### config.mk
export PLATFORM = sky130hd
export DESIGN_NAME = sm_wb_arbiter
export DESIGN_NICKNAME = d
export VERILOG_FILES = /design/src/rtl/sm_wb_arbiter.sv
export SDC_FILE = /design/constraint.sdc
export NUM_CORES = 1
export LEC_CHECK = 0
export ABC_AREA = 1
export ABC_CLOCK_PERIOD_IN_PS = 4400
export CELL_PAD_IN_SITES_DETAIL_PLACEMENT = 1
export CELL_PAD_IN_SITES_GLOBAL_PLACEMENT = 2
export CORE_MARGIN = 1
export CORE_UTILIZATION = 11
export CTS_BUF_LIST = sky130_fd_sc_hd__clkbuf_8
export CTS_CLUSTER_DIAMETER = 30
export CTS_CLUSTER_SIZE = 40
export DETAILED_ROUTE_END_ITERATION = 10
export PLACE_DENSITY_LB_ADDON = 0.25
export SLEW_MARGIN = 20
export SYNTH_ARGS = -nofsm -noshare
export SYNTH_HDL_FRONTEND = slang
export SYNTH_SLANG_ARGS = --single-unit
### constraint.sdc
create_clock -name CLK_IN -period 4.4 [get_ports CLK_IN]
set_clock_uncertainty 0.15 [all_clocks]
set_input_delay 1.1 -clock CLK_IN [delete_from_list [all_inputs] [get_ports CLK_IN]]
set_output_delay 1.1 -clock CLK_IN [all_outputs]
set_load 0.02 [all_outputs]
### src/rtl/sm_wb_arbiter.sv
// Two-master, one-slave Wishbone arbiter for the I2C master register port.
// Master 0 is the sensor manager, master 1 the host/CPU port. The slave is
// granted for a whole CYC tenure; contention is resolved round-robin.
// Optional stuck-transfer watchdog enabled by defining ARB_TIMEOUT_EN.
module sm_wb_arbiter #(
  parameter int unsigned ADDR_W      = 8,
  parameter int unsigned DATA_W      = 8,
  parameter int unsigned TIMEOUT_CYC = 255
) (
  input  logic              CLK_IN,
  input  logic              RESET_IN,
  // master 0 (sensor manager)
  input  logic              M0_CYC_I,
  input  logic              M0_STB_I,
  input  logic              M0_WE_I,
  input  logic [ADDR_W-1:0] M0_ADR_I,
  input  logic [DATA_W-1:0] M0_DAT_I,
  output logic [DATA_W-1:0] M0_DAT_O,
  output logic              M0_ACK_O,
  // master 1 (host)
  input  logic              M1_CYC_I,
  input  logic              M1_STB_I,
  input  logic              M1_WE_I,
  input  logic [ADDR_W-1:0] M1_ADR_I,
  input  logic [DATA_W-1:0] M1_DAT_I,
  output logic [DATA_W-1:0] M1_DAT_O,
  output logic              M1_ACK_O,
  // slave
  output logic              S_CYC_O,
  output logic              S_STB_O,
  output logic              S_WE_O,
  output logic [ADDR_W-1:0] S_ADR_O,
  output logic [DATA_W-1:0] S_DAT_O,
  input  logic [DATA_W-1:0] S_DAT_I,
  input  logic              S_ACK_I,
  // status
  output logic [1:0]        GNT_O,
  output logic              TIMEOUT_O
);

  typedef enum logic [1:0] {
    ArbIdle    = 2'b00,
    ArbGnt0    = 2'b01,
    ArbGnt1    = 2'b10,
    ArbRelease = 2'b11
  } arb_state_e;

  // Last watchdog count before it fires
  localparam logic [7:0] TimeoutLast = 8'(TIMEOUT_CYC - 1);

  arb_state_e r_state, w_state_d;
  arb_state_e w_arb;
  logic       r_last_gnt, w_last_gnt_d;  // 0 = M0 last granted, 1 = M1
  logic       w_gnt0, w_gnt1, w_in_gnt;
  logic       w_stb_sel;
  logic       w_wd_fire;

  assign w_gnt0    = (r_state == ArbGnt0);
  assign w_gnt1    = (r_state == ArbGnt1);
  assign w_in_gnt  = w_gnt0 | w_gnt1;
  assign w_stb_sel = (w_gnt0 & M0_STB_I) | (w_gnt1 & M1_STB_I);
  assign GNT_O     = {w_gnt1, w_gnt0};

  // Arbitration decision and next-state selection
  always_comb begin
    w_arb        = ArbIdle;
    w_state_d    = r_state;
    w_last_gnt_d = r_last_gnt;
    unique case ({M1_CYC_I, M0_CYC_I})
      2'b01:   w_arb = ArbGnt0;
      2'b10:   w_arb = ArbGnt1;
      2'b11:   w_arb = r_last_gnt ? ArbGnt0 : ArbGnt1;
      default: w_arb = ArbIdle;
    endcase
    case (r_state)
      ArbIdle, ArbRelease: begin
        w_state_d = w_arb;
        if (w_arb == ArbGnt0) w_last_gnt_d = 1'b0;
        if (w_arb == ArbGnt1) w_last_gnt_d = 1'b1;
      end
      ArbGnt0: if (!M0_CYC_I) w_state_d = ArbRelease;
      ArbGnt1: if (!M1_CYC_I) w_state_d = ArbRelease;
      default: w_state_d = ArbIdle;
    endcase
  end

  // State and round-robin pointer registers
  always_ff @(posedge CLK_IN) begin
    if (RESET_IN) begin
      r_state    <= ArbIdle;
      r_last_gnt <= 1'b1;
    end else begin
      r_state    <= w_state_d;
      r_last_gnt <= w_last_gnt_d;
    end
  end

  // Bus muxing; acks are suppressed during reset so a dying transfer never completes
  always_comb begin
    S_CYC_O  = 1'b0;
    S_STB_O  = 1'b0;
    S_WE_O   = 1'b0;
    S_ADR_O  = '0;
    S_DAT_O  = '0;
    M0_ACK_O = 1'b0;
    M0_DAT_O = '0;
    M1_ACK_O = 1'b0;
    M1_DAT_O = '0;
    case (r_state)
      ArbGnt0: begin
        S_CYC_O  = M0_CYC_I;
        S_STB_O  = M0_STB_I;
        S_WE_O   = M0_WE_I;
        S_ADR_O  = M0_ADR_I;
        S_DAT_O  = M0_DAT_I;
        M0_ACK_O = S_ACK_I | w_wd_fire;
        M0_DAT_O = w_wd_fire ? '1 : S_DAT_I;
      end
      ArbGnt1: begin
        S_CYC_O  = M1_CYC_I;
        S_STB_O  = M1_STB_I;
        S_WE_O   = M1_WE_I;
        S_ADR_O  = M1_ADR_I;
        S_DAT_O  = M1_DAT_I;
        M1_ACK_O = S_ACK_I | w_wd_fire;
        M1_DAT_O = w_wd_fire ? '1 : S_DAT_I;
      end
      default: ;
    endcase
    M0_ACK_O = M0_ACK_O & ~RESET_IN;
    M1_ACK_O = M1_ACK_O & ~RESET_IN;
  end

`ifdef ARB_TIMEOUT_EN
  logic [7:0] r_wd_cnt, w_wd_cnt_d;
  logic       r_timeout;

  // Watchdog: counts unacknowledged strobe cycles within a tenure
  always_comb begin
    w_wd_fire  = w_in_gnt & w_stb_sel & ~S_ACK_I & (r_wd_cnt == TimeoutLast);
    w_wd_cnt_d = r_wd_cnt;
    if (!w_in_gnt || S_ACK_I || w_wd_fire) begin
      w_wd_cnt_d = 8'd0;
    end else if (w_stb_sel) begin
      w_wd_cnt_d = r_wd_cnt + 8'd1;
    end
  end

  // Watchdog counter and sticky timeout flag
  always_ff @(posedge CLK_IN) begin
    if (RESET_IN) begin
      r_wd_cnt  <= 8'd0;
      r_timeout <= 1'b0;
    end else begin
      r_wd_cnt  <= w_wd_cnt_d;
      r_timeout <= r_timeout | w_wd_fire;
    end
  end

  assign TIMEOUT_O = r_timeout;
`else
  logic w_unused_timeout;

  assign w_wd_fire        = 1'b0;
  assign TIMEOUT_O        = 1'b0;
  assign w_unused_timeout = ^{TimeoutLast, w_stb_sel, w_in_gnt};
`endif

endmodule
### Yosys cells after proc, flatten, opt, wreduce, memory -nomap -nowiden

Cells that the tools add are included.

* equal/unequal tests: 10
* muxes and demuxes: 16
* bitwise operators: 3
* reductions and logical operators: 5

Operators with widths (number)
* $pmux 8 s2: 2
* $mux 8: 2
* $pmux 2 s3: 2
* $eq 2x2->1 const B: 5
* $eq 2x1->1 const B: 3
* $mux 2: 3
* $pmux 1 s2: 3
* $mux 1: 4
* $ne 2x2->1 const B: 2
* $reduce_and 2->1: 2
* $and 1x1->1: 2
* $logic_not 2->1: 1
* $reduce_bool 2->1: 1
* $reduce_or 2->1: 1
* $not 1->1: 1

* register bits after elaboration: 3
* bits of input ports: 49
* output and inout port bits: 40
* logic and storage cells: 36

### Depth between registers and ports, before layout

Gate-level depths: netlist of the first run.

* depth in word-level cells: 5
* mapped depth: 8
* depth with buffers taken out: 8

### Least setup slack after synthesis of the first run

No wires, ideal clock.

* kind: input -> output
* start: input port M1_CYC_I
* end: output port S_CYC_O
* arrival: 1.513 ns
* required time: 3.150 ns
* setup slack: 1.637 ns
* stages on the path: 2
* buffers on the path: 0
* cell sequence: nand2_1 > a21oi_1

* cells in the longest elaborated chain, start to end: 1

Ends and longest elaborated chain
* start: declaration: line 21 `input logic M1_CYC_I,`
* $pmux 1 s2: line 109 `case (r_state)`
* end: declaration: line 29 `output logic S_CYC_O,`

Every way passes these cells.

### Worst setup path after layout of the first run

* start: input port M0_CYC_I
* end: output port S_CYC_O

* cells in the longest elaborated chain, start to end: 1

Ends and longest elaborated chain
* start: declaration: line 13 `input logic M0_CYC_I,`
* $pmux 1 s2: line 109

Every way passes these cells.

==> results of run 1 <==
## power breakdown
part | internal [mW] | total, mW | leakage [nW] | switching (mW)
combinational | 0.291 | 0.693 | 0.688 | 0.402
clock | 0.0593 | 0.0768 | 0.0269 | 0.0174
sequential | 0.0393 | 0.0483 | 0.0251 | 0.00895
total | 0.390 | 0.818 | 0.740 | 0.429
## worst max-delay path, cell delays in order
cell	delay, ns
clkdlybuf4s50_1	0.56
nand2_4	0.07
a21oi_1	0.14
clkdlybuf4s50_1	0.63
## per-layer routing
| metal | up-vias | GRT usage (%) |
|---|---|---|
| li1 | 561 | - |
| met1 | 439 | 12.6 |
| met4 | 0 | 1.88 |
| met5 | - | 0 |
| met3 | 2 | 2.57 |
| met2 | 62 | 15.1 |
## state kept, by name (all words and copies together) (netlist names)
signal,cells
r_last_gnt,1
r_state,2
## cell usage in the layout (no fill, tap or decap)
cell type	count
clkdlybuf4s50_1	87
clkbuf_8	3
dfxtp_1	3
nand2_1	62
nor2_1	7
nand3_1	2
a21oi_2	10
buf_4	2
nand2_4	1
a21oi_1	10
conb_1	1
o21ai_0	1
inv_1	23
ha_1	4
nand2_2	2
## how the worst max path moves through the flow
stage / endpoint / slack, ns / cells past startpoint
floorplan: S_CYC_O / 1.64 / 2
global placement: S_CYC_O / 0.64 / 4
detailed placement: S_CYC_O / 0.64 / 4
CTS: S_CYC_O / 0.63 / 4
global route: S_CYC_O / 0.60 / 4
finish: S_CYC_O / 0.64 / 4
## kinds of logic (layout without fill, tap and decap cells)
logic type	after synthesis	after routing	share of synthesized area [%]
other cells	1	1	0.509
flops	3	3	8.15
fa+ha+maj	4	4	6.79
buf+inv	33	115	25.5
simple gates	74	74	39.7
compound gates	21	21	19.4
## Yosys cell counts
cell     number
buf_6         2
nand2_4       1
a21oi_2      10
a21oi_1      10
buf_12        1
nand3_1       2
dfxtp_1       3
nor2_1        7
conb_1        1
nand2_1      62
buf_4         5
inv_1        22
buf_2         2
nand2_2       2
ha_1          4
buf_8         1
o21ai_0       1
## stage by stage
stage | util (%) | hold WS [ns] | setup slack [ns]
after floorplan | - | 0.318 | 1.64
after global placement | 25.1 | 0.367 | 0.641
after detailed placement | 25.1 | 0.375 | 0.643
after CTS | 25.8 | 0.379 | 0.628
after global routing | 25.8 | 0.429 | 0.596
final | 25.8 | 0.373 | 0.642
## area by class of cell
cell class                      instances  area, um^2
Fill cell                             813        4760
Timing Repair Buffer                   89         886
Multi-Input combinational cell        100         489
Tap cell                               77        96.3
Inverter                               22        82.6
Sequential cell                         3        60.1
Clock buffer                            3        41.3
Clock inverter                          1        3.75
==> impl_metrics.ini, run 1 <==
[clock_tree]
cts.reportedPaths.clkPinSlew_ns = 0.03
cts_made_buffers = 3
clk-insertion-delay-late_ns = 0.21
clk_root_buffer_cell = clkbuf_8
tritoncts_clock_tree = built
cts_setup_buffers = 0
cts.path.max_buffers = 2
ctsHtreeMaxLevel = 1
cts-resized-gates = 0
holdBufCountCts = 0
cts.sinks = 3

[sta]
total_negative_slack_ns = 0
slew_violations = 0
grt_setup_unrepaired = no
finalHoldViolCount = 0
slew_headroom_pct = 35.6
worst_pin_slew_ns = 0.966
maxClockFrequency_mhz = 266
layout_min_cycle_time_ns = 3.76
setup-violations-final = 0
share_of_the_cycle_needed_by_the_critical_path_after_routing_pct = 85.4

[layout]
insertedDiodeCount = 0
drive_above_1_share_pct = 8.26
finalInstanceArea_um2 = 1660
stdcell_count = 295
final_stage_net_count = 272
area_growth_syn_to_layout_pct = 125

[yosys]
synth_fp_nets = 189
synthCells = 136
synth.distinct_cells = 17
synth-warning-count = 0
synth-seq-area-share_pct = 8.15
yosysTopAreaCellShare_pct = 31.6
postSynthAreaPerCell_um2 = 5.42
synth.largest_area_cell = nand2_1
postSynthRegisterBits = 3
synthTopCellsByArea = nand2_1 32%, a21oi_2 12%, inv_1 11%
synth_area_um2 = 737

[placed_design]
post-place-cells = 291
number_of_buffer_cells_added_on_primary_ports = 87
globalplace.congestion = 0.662
hpwl_mm = 2.59
post_dp_cell_area_um2 = 1610

[route]
finalWirelength_mm = 3.25
dr.first_iter.drc_count = 36
topRoutingLayerUsed = met4
drcViolationCount = 16
route.detailed.wl_per_inst_um = 11.0
m1WireLength_mm = 1.55
vias_per_cell = 3.61
drt_pass1_iterations = 7
antenna_violating_nets_post_route = 0
met2_wirelength_mm = 1.36
via_count = 1064
met3RoutedLength_um = 326

[worst_setup_path]
start_kind = input pin
required_time_of_the_critical_path_ns = 3.15
worst-r2r-setup-slack_ns = 2.39
reg2regPathDepth = 5
critical_path.startpoint = M0_CYC_I
worst_ep_arrival_time_ns = 2.51
crit_path_end_kind = output pin
startpoint_of_the_worst_slack_reg_to_reg_timing_path = r_state[0]$_SDFFE_PP0P_
critical_path.max_fanout = 4
timing_worst_setup_path_type = input pin to output pin
reg2reg_to = r_state[0]$_SDFFE_PP0P_

[die]
core_area_um2 = 6420
row_count = 29
initial_core_util_pct = 11.5
num_io_pins = 89
die_area_um2 = 7030
die_height_um = 83.9
die_x_um = 83.9

[global_route]
gr-total-overflow = 0
antenna_found_initial = 0
groute.usage.overall_pct = 9.42
grt_start_max_net_pins = 22
first_global_vias = 1117
grt_first_pass_wirelength_mm = 5.41

[min_path]
holdCritStartpoint = r_last_gnt$_SDFFE_PP1P_
hold_path.class = flop to flop
timing.hold.worst_endpoint = r_last_gnt$_SDFFE_PP1P_
hold-path-cell-count = 2

[outcome]
run_status = finished, violations left
failed_checks = DRC

[pwr]
cellLeakagePower_nw = 0.740
power_density_nw_per_um2 = 493
vdd_ir_drop_max_mv = 0.176
power_mw = 0.818

[run]
max_cap_violations = 0
Power figures use the tool's default switching activity.
==> run 2: changes to the inputs <==
--- a/config.mk
+++ b/config.mk
@@ -9,7 +9,7 @@
 export ABC_CLOCK_PERIOD_IN_PS = 4400
 export CELL_PAD_IN_SITES_DETAIL_PLACEMENT = 1
 export CELL_PAD_IN_SITES_GLOBAL_PLACEMENT = 2
-export CORE_MARGIN = 1
+export CORE_MARGIN = 2
 export CORE_UTILIZATION = 11
 export CTS_BUF_LIST = sky130_fd_sc_hd__clkbuf_8
 export CTS_CLUSTER_DIAMETER = 30
==> run 2 against run 1 <==
Against the previous run:
- the flow still finishes with violations (DRC)
- power down 0.22%
- sequential share of layout area unchanged
- worst setup slack worse by 0.0069 ns
- highest routed layer is now met3
==> impl_metrics.ini, run 2 (same netlist as run 1, synthesis figures left out) <==
[pwr]
vdd_ir_drop_max_mv = 0.160
power_mw = 0.817
power_density_nw_per_um2 = 492
sw_frac_of_total_pct = 52.3
cellLeakagePower_nw = 0.740
share_comb_of_total_power_pct = 84.7
net_sw_power_mw = 0.427
power_report.internal_total_mw = 0.390
share_clk_of_total_power_pct = 9.5
sequentialPowerShare_pct = 5.9

[min_path]
hold-path-cell-count = 2
hold_path.class = flop to flop

[sta]
slew_headroom_pct = 36.5
worst_pin_slew_ns = 0.952
slew_violations = 0
total_negative_slack_ns = 0
finalHoldViolCount = 0
finalHoldWorstSlack_ns = 0.369
layout_min_cycle_time_ns = 3.76
setup-violations-final = 0
maxClockFrequency_mhz = 266
share_of_the_cycle_needed_by_the_critical_path_after_routing_pct = 85.6
grt_setup_unrepaired = no

[global_route]
antenna_found_initial = 0
grt_first_pass_wirelength_mm = 5.34
grt_start_max_net_pins = 22
groute.usage.overall_pct = 9.03
first_global_vias = 1146
gr-total-overflow = 0

[layout]
final-seq-area_um2 = 60.1
max_flop_register = r_state
insertedDiodeCount = 0
layout_top_registers = r_state: 2 flops, r_last_gnt: 1 flops
highest_count_cells_in_the_layout_ignoring_fill_and_taps = 87 x clkdlybuf4s50_1, 62 x nand2_1, 23 x inv_1, 10 x a21oi_1, 10 x a21oi_2
final_stage_net_count = 272
multiInputGateArea_um2 = 489
finalInstanceArea_um2 = 1660
fill_cells = 808
drive_above_1_share_pct = 8.26
layout.cells.most_common = clkdlybuf4s50_1
postLayoutCoreUtil_pct = 25.8
largest_register_ff_count = 2
area_growth_syn_to_layout_pct = 125

[die]
row_count = 29
die_x_um = 85.9
num_io_pins = 89
die_area_um2 = 7370
die_height_um = 85.9
core_area_um2 = 6420
initial_core_util_pct = 11.5

[route]
dr.first_iter.drc_count = 37
finalWirelength_mm = 3.27
drt_pass1_iterations = 7
antenna_violating_nets_post_route = 0
route.detailed.wl_per_inst_um = 11.1
drcViolationCount = 8
vias_per_cell = 3.74
via_count = 1103

[worst_setup_path]
start_kind = input pin
crit_path_end_kind = output pin
reg2regPathDepth = 5
crit_path_top_delay_cell = clkdlybuf4s50_1
stage_delay_of_the_slowest_cell_on_the_critical_path_ns = 0.63
crit_path_cell_trace = clkdlybuf4s50_1, nand2_4, a21oi_1, clkdlybuf4s50_1
critical_path.max_fanout = 4
required_time_of_the_critical_path_ns = 3.15
worst_ep_arrival_time_ns = 2.51
timing_worst_setup_path_type = input pin to output pin
most_common_cell_type_on_the_critical_path = clkdlybuf4s50_1

[clock_tree]
cts-resized-gates = 0
clk_root_buffer_cell = clkbuf_8
cts.sinks = 3
tritoncts_clock_tree = built
cts_setup_buffers = 0
clk-insertion-delay-late_ns = 0.22
holdBufCountCts = 0
ctsHtreeMaxLevel = 1
cts.reportedPaths.clkPinSlew_ns = 0.03
cts.path.max_buffers = 2
cts_made_buffers = 3

[outcome]
run_status = finished, violations left
failed_checks = DRC

[placed_design]
post_dp_cell_area_um2 = 1610
hpwl_mm = 2.68
number_of_buffer_cells_added_on_primary_ports = 87
globalplace.congestion = 0.680

[run]
max_cap_violations = 0
==> run 2: cell counts in the layout (fill, tap and decap cells not counted) <==
Identical to the previous run, type by type.
==> run 2: per-layer routing <==
| layer | track usage, % | vias up | wire length, um |
|---|---|---|---|
| met2 | 14.0 | 60 | 1340 |
| met1 | 11.6 | 479 | 1500 |
| met5 | 0 | - | 0 |
| met3 | 4.72 | 0 | 434 |
| li1 | - | 564 | - |
| met4 | 0.866 | 0 | 0 |
==> run 2: worst paths after layout <==
kind	slack, ns	endpoint	startpoint
max	0.64	S_CYC_O	M0_CYC_I
min	0.37	r_last_gnt$_SDFFE_PP1P_	r_last_gnt$_SDFFE_PP1P_
max reg2reg	2.37	r_state[0]$_SDFFE_PP0P_	r_state[0]$_SDFFE_PP0P_
min reg2reg	0.37	r_last_gnt$_SDFFE_PP1P_	r_last_gnt$_SDFFE_PP1P_
==> run 2: through the flow <==
step | setup WS (ns) | std cells
floorplan | 1.64 | 136
global placement | 0.627 | 291
detailed placement | 0.637 | 291
CTS | 0.622 | 295
global route | 0.576 | 295
finish | 0.635 | 295
==> run 2: power groups by stage <==
stage	sequential, mW	combinational (mW)	clock (mW)
finish	0.0478	0.692	0.0773
global route	0.0494	0.762	0.0851
CTS	0.0485	0.711	0.0803
detailed placement	0.0486	0.710	0
global placement	0.0483	0.712	0
floorplan	0.0456	0.447	0
==> run 2: area by class of cell <==
cell class,instances,area share [%]
Multi-Input combinational cell,100,29.5
Clock buffer,3,2.49
Tap cell,77,5.81
Timing Repair Buffer,89,53.4
Inverter,22,4.98
Clock inverter,1,0.226
Sequential cell,3,3.62
==> run 2: critical path, delay by kind of cell <==
family,cells,cell delay (ns)
compound gates,1,0.14
buf+inv,2,1.19
simple gates,1,0.07
==> run 3: changes to the inputs <==
--- a/config.mk
+++ b/config.mk
@@ -15,6 +15,7 @@
 export CTS_CLUSTER_DIAMETER = 30
 export CTS_CLUSTER_SIZE = 40
 export DETAILED_ROUTE_END_ITERATION = 10
+export MAX_ROUTING_LAYER = met4
 export PLACE_DENSITY_LB_ADDON = 0.25
 export SLEW_MARGIN = 20
 export SYNTH_ARGS = -nofsm -noshare
==> run 3 against run 2 <==
Against the previous run:
- the flow still finishes with violations (DRC)
- sequential power barely moved
- maximum frequency about the same
- critical path depth did not move
- critical path type unchanged
- global-route usage rose by 0.26 points
- worst setup slack lost 0.0029 ns
- power is essentially flat
- first-iteration DRC count rose by 8.1%
==> impl_metrics.ini, run 3 (same netlist as run 1, synthesis figures left out) <==
[die]
die_height_um = 85.9
die_x_um = 85.9
initial_core_util_pct = 11.5
core_area_um2 = 6420
die_area_um2 = 7370
row_count = 29
num_io_pins = 89

[sta]
layout_min_cycle_time_ns = 3.77
worst_pin_slew_ns = 0.957
share_of_the_cycle_needed_by_the_critical_path_after_routing_pct = 85.6
slew_violations = 0
total_negative_slack_ns = 0
finalHoldViolCount = 0
setup_slack_ns = 0.632
finalHoldWorstSlack_ns = 0.369
maxClockFrequency_mhz = 265
grt_setup_unrepaired = no
slew_headroom_pct = 36.2
setup-violations-final = 0

[clock_tree]
cts_setup_buffers = 0
cts_made_buffers = 3
cts.reportedPaths.clkPinSlew_ns = 0.03
tritoncts_clock_tree = built
clk-insertion-delay-late_ns = 0.22
cts.sinks = 3
clk_root_buffer_cell = clkbuf_8
cts.path.max_buffers = 2
ctsHtreeMaxLevel = 1
holdBufCountCts = 0
cts-resized-gates = 0

[route]
vias_per_cell = 3.75
antenna_violating_nets_post_route = 0
finalWirelength_mm = 3.28
route.detailed.wl_per_inst_um = 11.1
drt_pass1_iterations = 7
dr.first_iter.drc_count = 40
drcViolationCount = 8
via_count = 1106

[global_route]
grt_start_max_net_pins = 22
antenna_found_initial = 0
groute.usage.overall_pct = 9.29
first_global_vias = 1152
gr-total-overflow = 0
grt_first_pass_wirelength_mm = 5.32

[worst_setup_path]
critical_path.max_fanout = 4
worst_ep_arrival_time_ns = 2.52
crit_path_end_kind = output pin
timing_worst_setup_path_type = input pin to output pin
start_kind = input pin
required_time_of_the_critical_path_ns = 3.15

[layout]
max_flop_register = r_state
largest_register_ff_count = 2
layout.cells.most_common = clkdlybuf4s50_1
area_growth_syn_to_layout_pct = 125
insertedDiodeCount = 0
drive_above_1_share_pct = 8.26
stdcell_count = 295
final_stage_net_count = 272
layout_top_registers = r_state: 2 flops, r_last_gnt: 1 flops
postLayoutCoreUtil_pct = 25.8
finalInstanceArea_um2 = 1660
highest_count_cells_in_the_layout_ignoring_fill_and_taps = 87 x clkdlybuf4s50_1, 62 x nand2_1, 23 x inv_1, 10 x a21oi_1, 10 x a21oi_2

[placed_design]
globalplace.congestion = 0.687
hpwl_mm = 2.68
number_of_buffer_cells_added_on_primary_ports = 87
post_dp_cell_area_um2 = 1610
post-place-cells = 291
pre_cts_slack_ns = 0.637

[min_path]
hold_path.class = flop to flop

[outcome]
failed_checks = DRC
run_status = finished, violations left

[pwr]
cellLeakagePower_nw = 0.740
vdd_ir_drop_max_mv = 0.161
power_mw = 0.817
power_density_nw_per_um2 = 493

[run]
max_cap_violations = 0
-- run 3: cell counts in the layout (fill, tap and decap cells not counted) --
Identical to the previous run, type by type.
-- run 3: final timing paths --
check / start / end / slack, ns / cells past startpoint
max: M0_CYC_I / S_CYC_O / 0.63 / 4
min: r_last_gnt$_SDFFE_PP1P_ / r_last_gnt$_SDFFE_PP1P_ / 0.37 / 2
max reg2reg: r_state[0]$_SDFFE_PP0P_ / r_state[0]$_SDFFE_PP0P_ / 2.38 / 5
min reg2reg: r_last_gnt$_SDFFE_PP1P_ / r_last_gnt$_SDFFE_PP1P_ / 0.37 / 2
-- run 3: where the power goes --
group	internal, mW	total [mW]	switching (mW)
sequential	0.0393	0.0478	0.00842
clock	0.0594	0.0773	0.0180
combinational	0.291	0.692	0.401
-- run 3: critical path: stages --
cell and delay [ns]:
clkdlybuf4s50_1 0.56, nand2_4 0.07, a21oi_1 0.14, clkdlybuf4s50_1 0.64
-- run 3: metal layers --
metal,GRT usage (%),share of wire (%)
met1,12.4,48
met2,14.0,41
met3,3.37,10
met4,0.866,0
met5,-,0
-- run 3: layout make-up --
type | instances | area [um^2]
Clock buffer | 3 | 41.3
Clock inverter | 1 | 3.75
Fill cell | 808 | 4760
Inverter | 22 | 82.6
Multi-Input combinational cell | 100 | 489
Sequential cell | 3 | 60.1
Tap cell | 77 | 96.3
Timing Repair Buffer | 89 | 886
